==> config.mk <==
export PLATFORM = sky130hd
export DESIGN_NAME = count_mod_n
export DESIGN_NICKNAME = d
export VERILOG_FILES = /design/src/rtl/count_mod_n_pkg.sv /design/src/rtl/count_mod_n_regn.sv /design/src/rtl/count_mod_n.sv
export SDC_FILE = /design/constraint.sdc
export NUM_CORES = 1
export LEC_CHECK = 0
export ABC_AREA = 0
export CAP_MARGIN = 0
export CORE_MARGIN = 4
export CORE_UTILIZATION = 49
export CTS_BUF_LIST = sky130_fd_sc_hd__clkbuf_16
export CTS_CLUSTER_DIAMETER = 80
export DETAILED_ROUTE_END_ITERATION = 8
export PLACE_DENSITY = 0.83
export RECOVER_POWER = 25
export SYNTH_ARGS = -nofsm -noshare
export SYNTH_HDL_FRONTEND = slang
export SYNTH_SLANG_ARGS = --single-unit
export TNS_END_PERCENT = 100
==> constraint.sdc <==
create_clock -name clk -period 6 [get_ports clk]
set_clock_uncertainty 0.15 [all_clocks]
set_input_delay 0.9 -clock clk [delete_from_list [all_inputs] [get_ports clk]]
set_output_delay 0.9 -clock clk [all_outputs]
set_load 0.05 [all_outputs]
==> src/rtl/count_mod_n_pkg.sv <==
// Shared constants and types for the modulo-N counter family.
package count_mod_n_pkg;

  localparam logic DIR_UP   = 1'b1;
  localparam logic DIR_DOWN = 1'b0;

  localparam int unsigned MODE_WRAP = 0;
  localparam int unsigned MODE_SAT  = 1;

  typedef enum logic [1:0] {
    SEL_HOLD,
    SEL_STEP,
    SEL_LOAD
  } cnt_sel_e;

endpackage

==> src/rtl/count_mod_n_regn.sv <==
// Parametrised D register with synchronous active-high reset and enable.
module regn #(
  parameter int unsigned WIDTH = 8
) (
  input  logic             i_clk,
  input  logic             i_res,
  input  logic             i_en,
  input  logic [WIDTH-1:0] i_d,
  output logic [WIDTH-1:0] o_q
);

  logic [WIDTH-1:0] r_q;

  always_ff @(posedge i_clk) begin
    if (i_res) begin
      r_q <= '0;
    end else if (i_en) begin
      r_q <= i_d;
    end
  end

  assign o_q = r_q;

endmodule

==> src/rtl/count_mod_n.sv <==
// Modulo-(MAX+1) up/down counter with load, enable, terminal count and wrap pulse.
module count_mod_n
  import count_mod_n_pkg::*;
#(
  parameter int unsigned     WIDTH    = 8,
  parameter longint unsigned MAX      = 255,
  parameter int unsigned     SATURATE = MODE_WRAP
) (
  input  logic             clk,
  input  logic             res,
  input  logic             EN,
  input  logic             load,
  input  logic             up,
  input  logic [WIDTH-1:0] CNT_In,
  output logic [WIDTH-1:0] CNT,
  output logic             tc,
  output logic             wrap
);

  if (WIDTH < 2 || WIDTH > 32) begin : g_bad_width
    $error("count_mod_n: WIDTH must be in 2..32");
  end
  if (MAX < 1 || MAX > ((64'd1 << WIDTH) - 64'd1)) begin : g_bad_max
    $error("count_mod_n: MAX must be in 1..2**WIDTH-1");
  end
  if (SATURATE != MODE_WRAP && SATURATE != MODE_SAT) begin : g_bad_mode
    $error("count_mod_n: SATURATE must be 0 or 1");
  end

  localparam logic [WIDTH-1:0] MAX_V = WIDTH'(MAX);
  localparam logic             SAT   = (SATURATE == MODE_SAT);

  logic             w_at_max;
  logic             w_at_zero;
  logic             w_end;
  logic             w_wrap_step;
  logic             w_reg_en;
  logic [WIDTH-1:0] w_addend;
  logic [WIDTH-1:0] w_sum;
  logic [WIDTH-1:0] w_step_val;
  logic [WIDTH-1:0] w_load_val;
  logic [WIDTH-1:0] w_next;
  cnt_sel_e         w_sel;
  logic             r_wrap;

  assign w_at_max  = (CNT == MAX_V);
  assign w_at_zero = (CNT == '0);
  assign w_end     = (up == DIR_UP) ? w_at_max : w_at_zero;

  // Down-count adds all-ones with carry-in 0; the carry-out is deliberately dropped,
  // end-of-range is taken from the MAX/zero compares instead.
  assign w_addend = (up == DIR_UP) ? '0 : '1;
  assign w_sum    = CNT + w_addend + {{(WIDTH-1){1'b0}}, up};

  always_comb begin
    w_step_val  = w_sum;
    w_wrap_step = 1'b0;
    if (w_end) begin
      if (SAT) begin
        w_step_val = CNT;
      end else begin
        w_step_val  = (up == DIR_DOWN) ? MAX_V : '0;
        w_wrap_step = 1'b1;
      end
    end
  end

  assign w_load_val = (CNT_In > MAX_V) ? MAX_V : CNT_In;

  always_comb begin
    w_sel = SEL_HOLD;
    if (load) begin
      w_sel = SEL_LOAD;
    end else if (EN) begin
      w_sel = SEL_STEP;
    end
  end

  always_comb begin
    w_next = CNT;
    case (w_sel)
      SEL_LOAD: w_next = w_load_val;
      SEL_STEP: w_next = w_step_val;
      default:  w_next = CNT;
    endcase
  end

  assign w_reg_en = (w_sel != SEL_HOLD);

  regn #(
    .WIDTH(WIDTH)
  ) u_cnt_reg (
    .i_clk (clk),
    .i_res (res),
    .i_en  (w_reg_en),
    .i_d   (w_next),
    .o_q   (CNT)
  );

  always_ff @(posedge clk) begin
    if (res) begin
      r_wrap <= 1'b0;
    end else begin
      r_wrap <= (w_sel == SEL_STEP) && w_wrap_step;
    end
  end

  assign wrap = r_wrap;
  assign tc   = EN & w_end;

endmodule
==> results of run 1 <==
-- cells in the final DEF (no fill, tap or decap), drive strengths merged, types with 2 or more instances in the layout --
cell type and count:
dfxtp 9, a21o 4, xor2 2, nand2 7
a211oi 4, inv 3, nor3b 2, o211ai 2
xnor2 2, nor2 12, clkdlybuf4s50 18, or3 3
nor3 3, dlygate4sd3 4, nand3 4, nor4 2
a21oi 13, o21ai 3, clkbuf 3, ha 6
-- per-layer routing --
layer	vias to the layer above	wire [µm]	track usage
li1	414	-	-
met1	371	885	0.257
met2	28	1000	0.335
met3	2	123	0.0451
met4	0	9	0.0323
met5	-	0	0
-- cell usage after synthesis (all sizes together), types with 2 or more instances --
cell    number  area [µm²]
or3          3        18.8
nor4         2        33.8
nand3        4        20.0
xor2         2        17.5
buf          3        13.8
xnor2        2        17.5
dfxtp        9         180
a21oi       13        65.1
nand2        7        26.3
inv          2        7.51
a21o         4        31.3
nor3         3        15.0
nor3b        2        15.0
o211ai       2        15.0
o21ai        3        15.0
nor2        12        45.0
ha           6        75.1
a211oi       4        30.0
-- cells by family after synthesis --
group / after synthesis / share of synthesized area
adder cells (fa/ha/maj): 7 / 0.123
AND/OR/NAND/NOR: 40 / 0.290
AO/OA/AOI/OAI: 32 / 0.265
multiplexers: 1 / 0.0129
flip-flops: 9 / 0.232
XOR/XNOR: 4 / 0.0452
buffers and inverters: 6 / 0.0323
-- metrics by stage --
step                      instances  area [µm²]  power, mW  hold slack [ns]
after floorplan                  99         776      0.138            0.716
after global placement          133         998      0.164            0.568
after detailed placement        133         998      0.165            0.573
after CTS                       137        1080      0.282            0.583
after global routing            137        1080      0.295            0.634
final                           137        1080      0.282            0.581
-- registers in the layout, indices dropped and copies added, names as in the netlist --
name / flops
u_cnt_reg.o_q: 8
wrap: 1
-- area by class of cell --
type / count / area share
clock inverters: 1 / 0.00348
well taps: 16 / 0.0186
inverters: 2 / 0.00697
flip-flops and latches: 9 / 0.167
multi-input cells: 84 / 0.530
clock buffers: 3 / 0.0697
repair buffers: 22 / 0.204
-- worst max-delay path, stage by stage --
cell and delay, ns:
dlygate4sd3_1 0.66, nand4_1 0.15, nor3_1 0.37, nor2_1 0.14
nor2b_1 0.14, clkdlybuf4s50_1 0.81
-- final timing paths --
path / startpoint / endpoint / slack, ns / depth (start not counted)
max reg2reg: u_cnt_reg.o_q[1]$_SDFFE_PP0P_ / u_cnt_reg.o_q[5]$_SDFFE_PP0P_ / 3.94 / 6
min: u_cnt_reg.o_q[1]$_SDFFE_PP0P_ / u_cnt_reg.o_q[1]$_SDFFE_PP0P_ / 0.58 / 3
min reg2reg: u_cnt_reg.o_q[1]$_SDFFE_PP0P_ / u_cnt_reg.o_q[1]$_SDFFE_PP0P_ / 0.58 / 3
max: up / tc / 1.78 / 6
-- power breakdown --
part | switching [mW] | internal, mW | total [mW]
registers | 0.00918 | 0.0651 | 0.0743
clock network | 0.0292 | 0.0871 | 0.116
logic | 0.0517 | 0.0396 | 0.0913
total | 0.0902 | 0.192 | 0.282
==> flow_metrics.tcl, run 1 <==
set metrics [dict create \
    outcome "completed" \
    cellLeakagePower_nw 0.445 \
    cts_made_buffers 3 \
    synthesis.instances 99 \
    grt_pass1_vias 727 \
    regArea_um2 180 \
    max_freq_mhz 237 \
    worst_pin_slew_ns 0.535 \
    clk_pin_slew_ns 0.04 \
    fin_crit_ns 4.22 \
    die_w_um 47.8 \
    cts_setup_buffers 0 \
    finalMaxSlewViolations 0 \
    die_area_um2 2280 \
    ys_ff_latch 9 \
    utilization 0.715 \
    portBuffers 22 \
    antenna_left 0 \
    h-tree-depth 1 \
    synthFlopType "dfxtp_1" \
    core_um2 1510 \
    critPathMaxFanout 4 \
    powerDensity_nw_per_um2 262 \
    wl_um 2020 \
    row_count 14 \
    cp.required_ns 4.95 \
    multi_input_area_um2 571 \
    grt_remaining_overflow 0 \
    tritoncts "yes" \
    nets 142 \
    antenna_found_initial 0 \
    synth-edff-count 0 \
    cts_resized 0 \
    syn_nets 119 \
    wl_per_cell_um 14.7 \
    drtPass1Iterations 4 \
    avgSynthCellArea_um2 7.84 \
    cts_sinks 9 \
    hold_path_class "reg2reg" \
    clock-root-buffer "clkbuf_16" \
    tns_ns 0 \
    dieHeight_um 47.8 \
    pin_count 23 \
    grt_max_degree 18 \
    viasPerCell 5.95 \
    drive_above_1_share 0.0579 \
    drt-initial-drc-count 20 \
    setup_violations 0 \
    cp-start-kind "input pin" \
    route.detailed.drc 0 \
    initial_core_util 0.515 \
    netlist_area_um2 776 \
    antenna_cells 0 \
    synthArstFlopShare 0 \
    worstSetupPathType "in2out" \
    vdd.ir_drop.worst_mv 0.181 \
    syn_to_final_growth_pct 38.9 \
    place.gp.congestion 0.807 \
    fillers 109 \
    fin_ws_ns 1.78 \
    cts_buffer_depth 2 \
    vias 815 \
    hold_buffers 0 \
    critPathCaptureType "primary output" \
    post-dp-hpwl_um 1500 \
    yosysSeqAreaShare 0.232 \
    grtUsageTotal 0.197 \
    yosys_warnings 0 \
    slew_headroom 0.642 \
    grt_pass1_wl_um 3170 \
    preCtsSetupSlack_ns 1.89 \
    synth.distinct_cells 37 \
    grt_setup_unrepaired "false" \
    finalHoldViolations 0 \
    crit_arrival_ns 3.17 \
    clock_latency_ns 0.23 \
    period_share 0.703 \
    maxCapViolations 0 \
]
(Power assumes the default switching activity.)
==> run 2, diff against run 1 <==
--- a/config.mk
+++ b/config.mk
@@ -8,11 +8,11 @@
 export ABC_AREA = 0
 export CAP_MARGIN = 0
 export CORE_MARGIN = 4
-export CORE_UTILIZATION = 49
+export CORE_UTILIZATION = 46
 export CTS_BUF_LIST = sky130_fd_sc_hd__clkbuf_16
 export CTS_CLUSTER_DIAMETER = 80
 export DETAILED_ROUTE_END_ITERATION = 8
-export PLACE_DENSITY = 0.83
+export PLACE_DENSITY = 0.78
 export RECOVER_POWER = 25
 export SYNTH_ARGS = -nofsm -noshare
 export SYNTH_HDL_FRONTEND = slang
==> constraint.sdc (replaced) <==
create_clock -name clk -period 4.35 [get_ports clk]
set_clock_uncertainty 0.15 [all_clocks]
set_input_delay 0.6525 -clock clk [delete_from_list [all_inputs] [get_ports clk]]
set_output_delay 0.6525 -clock clk [all_outputs]
set_load 0.05 [all_outputs]
==> run 2 against run 1 <==
Against the previous run: register-to-register slack got worse by 1.6 ns; final cell count unchanged; power increased by 39%; first-iteration DRC count decreased by 30%; critical path depth unchanged; non-clock buffer count unchanged; via count decreased by 0.86%; clock power increased by 41%; routed wire length decreased by 0.99%; count of clock-buffer cells in the layout unchanged; sequential power increased by 39%; critical path type unchanged; largest cell class unchanged.
==> flow_metrics.tcl, run 2 (synthesis gave the netlist of run 1 again) <==
set metrics [dict create \
    outcome "completed" \
    clk_pin_slew_ns 0.04 \
    place_area_um2 998 \
    slew_headroom 0.655 \
    wl_um 2000 \
    worstPathCellList "dlygate4sd3_1 -> nand4_1 -> nor3_1 -> nor2_1 -> nor2b_1 -> clkdlybuf4s50_1" \
    cellLeakagePower_nw 0.446 \
    maxCapViolations 0 \
    tritoncts "yes" \
    grt_remaining_overflow 0 \
    cts_setup_buffers 0 \
    hold_buffers 0 \
    route.detailed.drc 0 \
    post-dp-hpwl_um 1480 \
    layout_common_cells "18 x clkdlybuf4s50_1, 13 x a21oi_1, 12 x nor2_1" \
    cpMaxStageDelayCell "clkdlybuf4s50_1" \
    crit_arrival_ns 2.88 \
    tns_ns 0 \
    multi_input_area_um2 571 \
    h-tree-depth 1 \
    grt_pass1_wl_um 3330 \
    finalMaxSlewViolations 0 \
    regArea_um2 180 \
    drive_above_1_share 0.0579 \
    pin_count 23 \
    period_share 0.846 \
    grtUsageTotal 0.178 \
    grt_max_degree 18 \
    grt_pass1_vias 761 \
    row_count 14 \
    cp_num_buf_inv 2 \
    wl_per_cell_um 14.6 \
    hold_path_class "reg2reg" \
    cts_buffer_depth 2 \
    fin_crit_ns 3.68 \
    largest_reg_flops 8 \
    vdd.ir_drop.worst_mv 0.203 \
    clock-root-buffer "clkbuf_16" \
    antenna_found_initial 0 \
    place.gp.congestion 0.846 \
    grt_setup_unrepaired "false" \
    antenna_cells 0 \
    dieHeight_um 49.1 \
    fin_area_um2 1080 \
    viasPerCell 5.90 \
    wl_met3_um 135 \
    nets 142 \
    antenna_left 0 \
    drt-initial-drc-count 14 \
    drtPass1Iterations 4 \
    initial_core_util 0.503 \
    critPathTopFamily "buffers and inverters" \
    worst_pin_slew_ns 0.516 \
    setup_violations 0 \
    cts_sinks 9 \
    max_freq_mhz 272 \
    powerDensity_nw_per_um2 363 \
    portBuffers 22 \
    worstSetupPathType "in2out" \
    core_um2 1540 \
    clock_latency_ns 0.24 \
    cp.required_ns 3.55 \
    finalHoldViolations 0 \
    layout_commonest_cell "clkdlybuf4s50_1" \
    cp-start-kind "input pin" \
    max_stage_delay_ns 0.80 \
    met1_length_um 881 \
    fillers 127 \
    critPathMaxFanout 4 \
    die_area_um2 2410 \
    die_w_um 49.1 \
    met2_wirelength_um 959 \
    routed.top_layer "met4" \
    cts_resized 0 \
    critPathCaptureType "primary output" \
    cts_made_buffers 3 \
    syn_to_final_growth_pct 38.9 \
    vias 808 \
]
[run 2: report_power, final]
group / internal [mW] / total [mW] / leakage, nW / switching (mW)
Combinational: 0.0545 / 0.124 / 0.329 / 0.0699
Clock: 0.120 / 0.164 / 0.0423 / 0.0435
Sequential: 0.0898 / 0.103 / 0.0744 / 0.0131
Total: 0.265 / 0.391 / 0.446 / 0.126
[run 2: routing by layer]
metal	vias to the layer above	global-route usage
met4	0	0.0897
met1	363	0.208
met3	2	0.0612
met5	-	0
met2	30	0.281
li1	413	-
[run 2: path summary, 6_finish.rpt]
kind	start	to	slack, ns	depth (start not counted)
worst max-delay path	up	tc	0.67	6
worst min-delay path	u_cnt_reg.o_q[1]$_SDFFE_PP0P_	u_cnt_reg.o_q[1]$_SDFFE_PP0P_	0.57	3
worst max register to register	u_cnt_reg.o_q[0]$_SDFFE_PP0P_	u_cnt_reg.o_q[6]$_SDFFE_PP0P_	2.31	6
worst min register to register	u_cnt_reg.o_q[1]$_SDFFE_PP0P_	u_cnt_reg.o_q[1]$_SDFFE_PP0P_	0.57	3
[run 2: worst min-delay path, cell delays in order, from the launching register on]
cell     delay (ns)
dfxtp_1        0.36
nor2_1         0.12
a311o_1        0.12
a21oi_1        0.06
[run 2: cell type report]
class / count / share of cell area
inverters: 2 / 0.00697
flip-flops and latches: 9 / 0.167
clock buffers: 3 / 0.0697
multi-input cells: 84 / 0.530
well taps: 16 / 0.0186
repair buffers: 22 / 0.204
clock inverters: 1 / 0.00348
[run 2: stage by stage]
| step | std cells | power, mW | setup slack [ns] | hold WS, ns | utilization |
|---|---|---|---|---|---|
| floorplan | 99 | 0.190 | 1.57 | 0.645 | - |
| CTS | 137 | 0.393 | 0.752 | 0.576 | 0.699 |
| detailed placement | 133 | 0.228 | 0.770 | 0.571 | 0.648 |
| global route | 137 | 0.414 | 0.602 | 0.603 | 0.699 |
| global placement | 133 | 0.226 | 0.833 | 0.558 | 0.648 |
| finish | 137 | 0.391 | 0.669 | 0.575 | 0.699 |
==> run 3, diff against run 2 <==
--- a/config.mk
+++ b/config.mk
@@ -8,11 +8,11 @@
 export ABC_AREA = 0
 export CAP_MARGIN = 0
 export CORE_MARGIN = 4
-export CORE_UTILIZATION = 46
+export CORE_UTILIZATION = 41
 export CTS_BUF_LIST = sky130_fd_sc_hd__clkbuf_16
 export CTS_CLUSTER_DIAMETER = 80
 export DETAILED_ROUTE_END_ITERATION = 8
-export PLACE_DENSITY = 0.78
+export PLACE_DENSITY = 0.74
 export RECOVER_POWER = 25
 export SYNTH_ARGS = -nofsm -noshare
 export SYNTH_HDL_FRONTEND = slang
==> constraint.sdc (replaced) <==
create_clock -name clk -period 3.1 [get_ports clk]
set_clock_uncertainty 0.15 [all_clocks]
set_input_delay 0.465 -clock clk [delete_from_list [all_inputs] [get_ports clk]]
set_output_delay 0.465 -clock clk [all_outputs]
set_load 0.05 [all_outputs]
==> run 3 against run 2 <==
Against the previous run: setup slack worse by 0.38 ns; sequential share of layout area is 0.38 points lower; non-clock buffer count grew 1; flip-flop and latch count did not move; clock power grew 39%; critical path type unchanged; highest routed layer unchanged.
==> flow_metrics.tcl, run 3 (synthesis gave the netlist of run 1 again) <==
set metrics [dict create \
    nets 143 \
    drive_above_1_share 0.0656 \
    portBuffers 22 \
    grtUsageTotal 0.169 \
    crit_arrival_ns 2.20 \
    r2r-start "u_cnt_reg.o_q[1]$_SDFFE_PP0P_" \
    post-dp-hpwl_um 1570 \
    r2r-end "u_cnt_reg.o_q[5]$_SDFFE_PP0P_" \
    antenna_left 0 \
    maxCapViolations 0 \
    die_area_um2 2650 \
    grt_pass1_vias 721 \
    grt_setup_unrepaired "false" \
    grt_max_degree 18 \
    drtPass1Iterations 4 \
    p_total_mw 0.551 \
    cp.required_ns 2.48 \
    die_w_um 51.5 \
    grt_pass1_wl_um 3300 \
    cts_resized 0 \
    pin_count 23 \
    drt-initial-drc-count 15 \
    largest_reg_flops 8 \
    path_depth 7 \
    clock-root-buffer "clkbuf_16" \
    layout_commonest_cell "clkdlybuf4s50_1" \
    tritoncts "yes" \
    cpMaxStageDelayCell "clkdlybuf4s50_1" \
    hold_buffers 0 \
    critPathTopFamily "buffers and inverters" \
    finalHoldViolations 0 \
    worstSetupPathType "in2out" \
    route.detailed.drc 0 \
    dieHeight_um 51.5 \
    worstPathCellList "clkdlybuf4s50_1 -> clkbuf_1 -> nand4_1 -> nor3_1 -> nor2_1 -> nor2b_1 -> buf_12" \
    cellLeakagePower_nw 0.449 \
    wl_um 2060 \
    critPathLaunch "up" \
    cts_setup_buffers 0 \
    max_stage_delay_ns 0.47 \
    core_um2 1760 \
    setup_violations 0 \
    outcome "completed" \
    antenna_cells 0 \
    vdd.ir_drop.worst_mv 0.480 \
    row_count 15 \
    multi_input_area_um2 571 \
    r2r_slack_ns 1.08 \
    critPathMaxFanout 4 \
    crit_path_end "tc" \
    cts_made_buffers 3 \
    syn_to_final_growth_pct 42.1 \
    vias 804 \
    r2r_cells 6 \
    h-tree-depth 1 \
    grt_remaining_overflow 0 \
    wl_per_cell_um 14.0 \
    finalMaxSlewViolations 0 \
    period_share 0.908 \
    place.gp.congestion 0.785 \
    critPathCaptureType "primary output" \
    cts_sinks 9 \
    fillers 171 \
    initial_core_util 0.440 \
    instances_no_fill 147 \
    layout_common_cells "19 x clkdlybuf4s50_1, 13 x a21oi_1, 12 x nor2_1" \
    tns_ns 0 \
    cp-start-kind "input pin" \
    fin_crit_ns 2.81 \
    clock_latency_ns 0.24 \
    regArea_um2 180 \
    clk_pin_slew_ns 0.04 \
    antenna_found_initial 0 \
    hold_path_class "reg2reg" \
    max_freq_mhz 355 \
    viasPerCell 5.47 \
    cp_num_buf_inv 3 \
    dp.cells 143 \
    slew_headroom 0.647 \
    cts_buffer_depth 2 \
    worst_pin_slew_ns 0.527 \
    powerDensity_nw_per_um2 500 \
]
==> run 3: report_power, final <==
group,internal (mW),switching [mW]
clock network,0.169,0.0595
logic,0.0785,0.0991
registers,0.126,0.0189
total,0.373,0.178
==> run 3: how the worst min path moves through the flow <==
| stage | startpoint | endpoint | cells past startpoint |
|---|---|---|---|
| 6_report | u_cnt_reg.o_q[7]$_SDFFE_PP0P_ | u_cnt_reg.o_q[7]$_SDFFE_PP0P_ | 3 |
| 3_5_place_dp | u_cnt_reg.o_q[7]$_SDFFE_PP0P_ | u_cnt_reg.o_q[7]$_SDFFE_PP0P_ | 3 |
| 3_3_place_gp | u_cnt_reg.o_q[7]$_SDFFE_PP0P_ | u_cnt_reg.o_q[7]$_SDFFE_PP0P_ | 3 |
| 4_1_cts | u_cnt_reg.o_q[7]$_SDFFE_PP0P_ | u_cnt_reg.o_q[7]$_SDFFE_PP0P_ | 3 |
| 5_1_grt | u_cnt_reg.o_q[2]$_SDFFE_PP0P_ | u_cnt_reg.o_q[2]$_SDFFE_PP0P_ | 4 |
| 2_1_floorplan | CNT_In[0] | u_cnt_reg.o_q[0]$_SDFFE_PP0P_ | 2 |
==> run 3: final cells by class <==
cell class                 instances  share of cell area
multi-input combinational         84               0.518
inverter                           2             0.00681
clock inverter                     1             0.00341
sequential                         9               0.163
clock buffer                       3              0.0681
tap                               25              0.0284
timing repair buffer              23               0.212
==> run 3: routing by layer <==
| metal | wire length, µm | up-vias | global-route usage |
|---|---|---|---|
| met5 | 0 | - | 0 |
| met4 | 30 | 0 | 0.0786 |
| met3 | 123 | 3 | 0.0458 |
| met2 | 981 | 21 | 0.256 |
| met1 | 919 | 363 | 0.221 |
| li1 | - | 417 | - |
==> run 3: stage by stage <==
step / hold slack [ns] / setup slack [ns] / util / cell area, µm²
5_1_grt: 0.648 / 0.179 / 0.625 / 1100
3_3_place_gp: 0.574 / 0.410 / 0.582 / 1030
2_1_floorplan: 0.458 / 0.508 / - / 776
3_5_place_dp: 0.566 / 0.409 / 0.582 / 1030
6_report: 0.569 / 0.286 / 0.625 / 1100
4_1_cts: 0.575 / 0.404 / 0.627 / 1110
==> run 3: worst reg2reg max path: cells and delay by family (launching register included) <==
family	cells	cell delay [ns]
flip-flops	1	0.47
adder cells (fa/ha/maj)	1	0.29
AO/OA/AOI/OAI	3	0.49
AND/OR/NAND/NOR	2	0.55
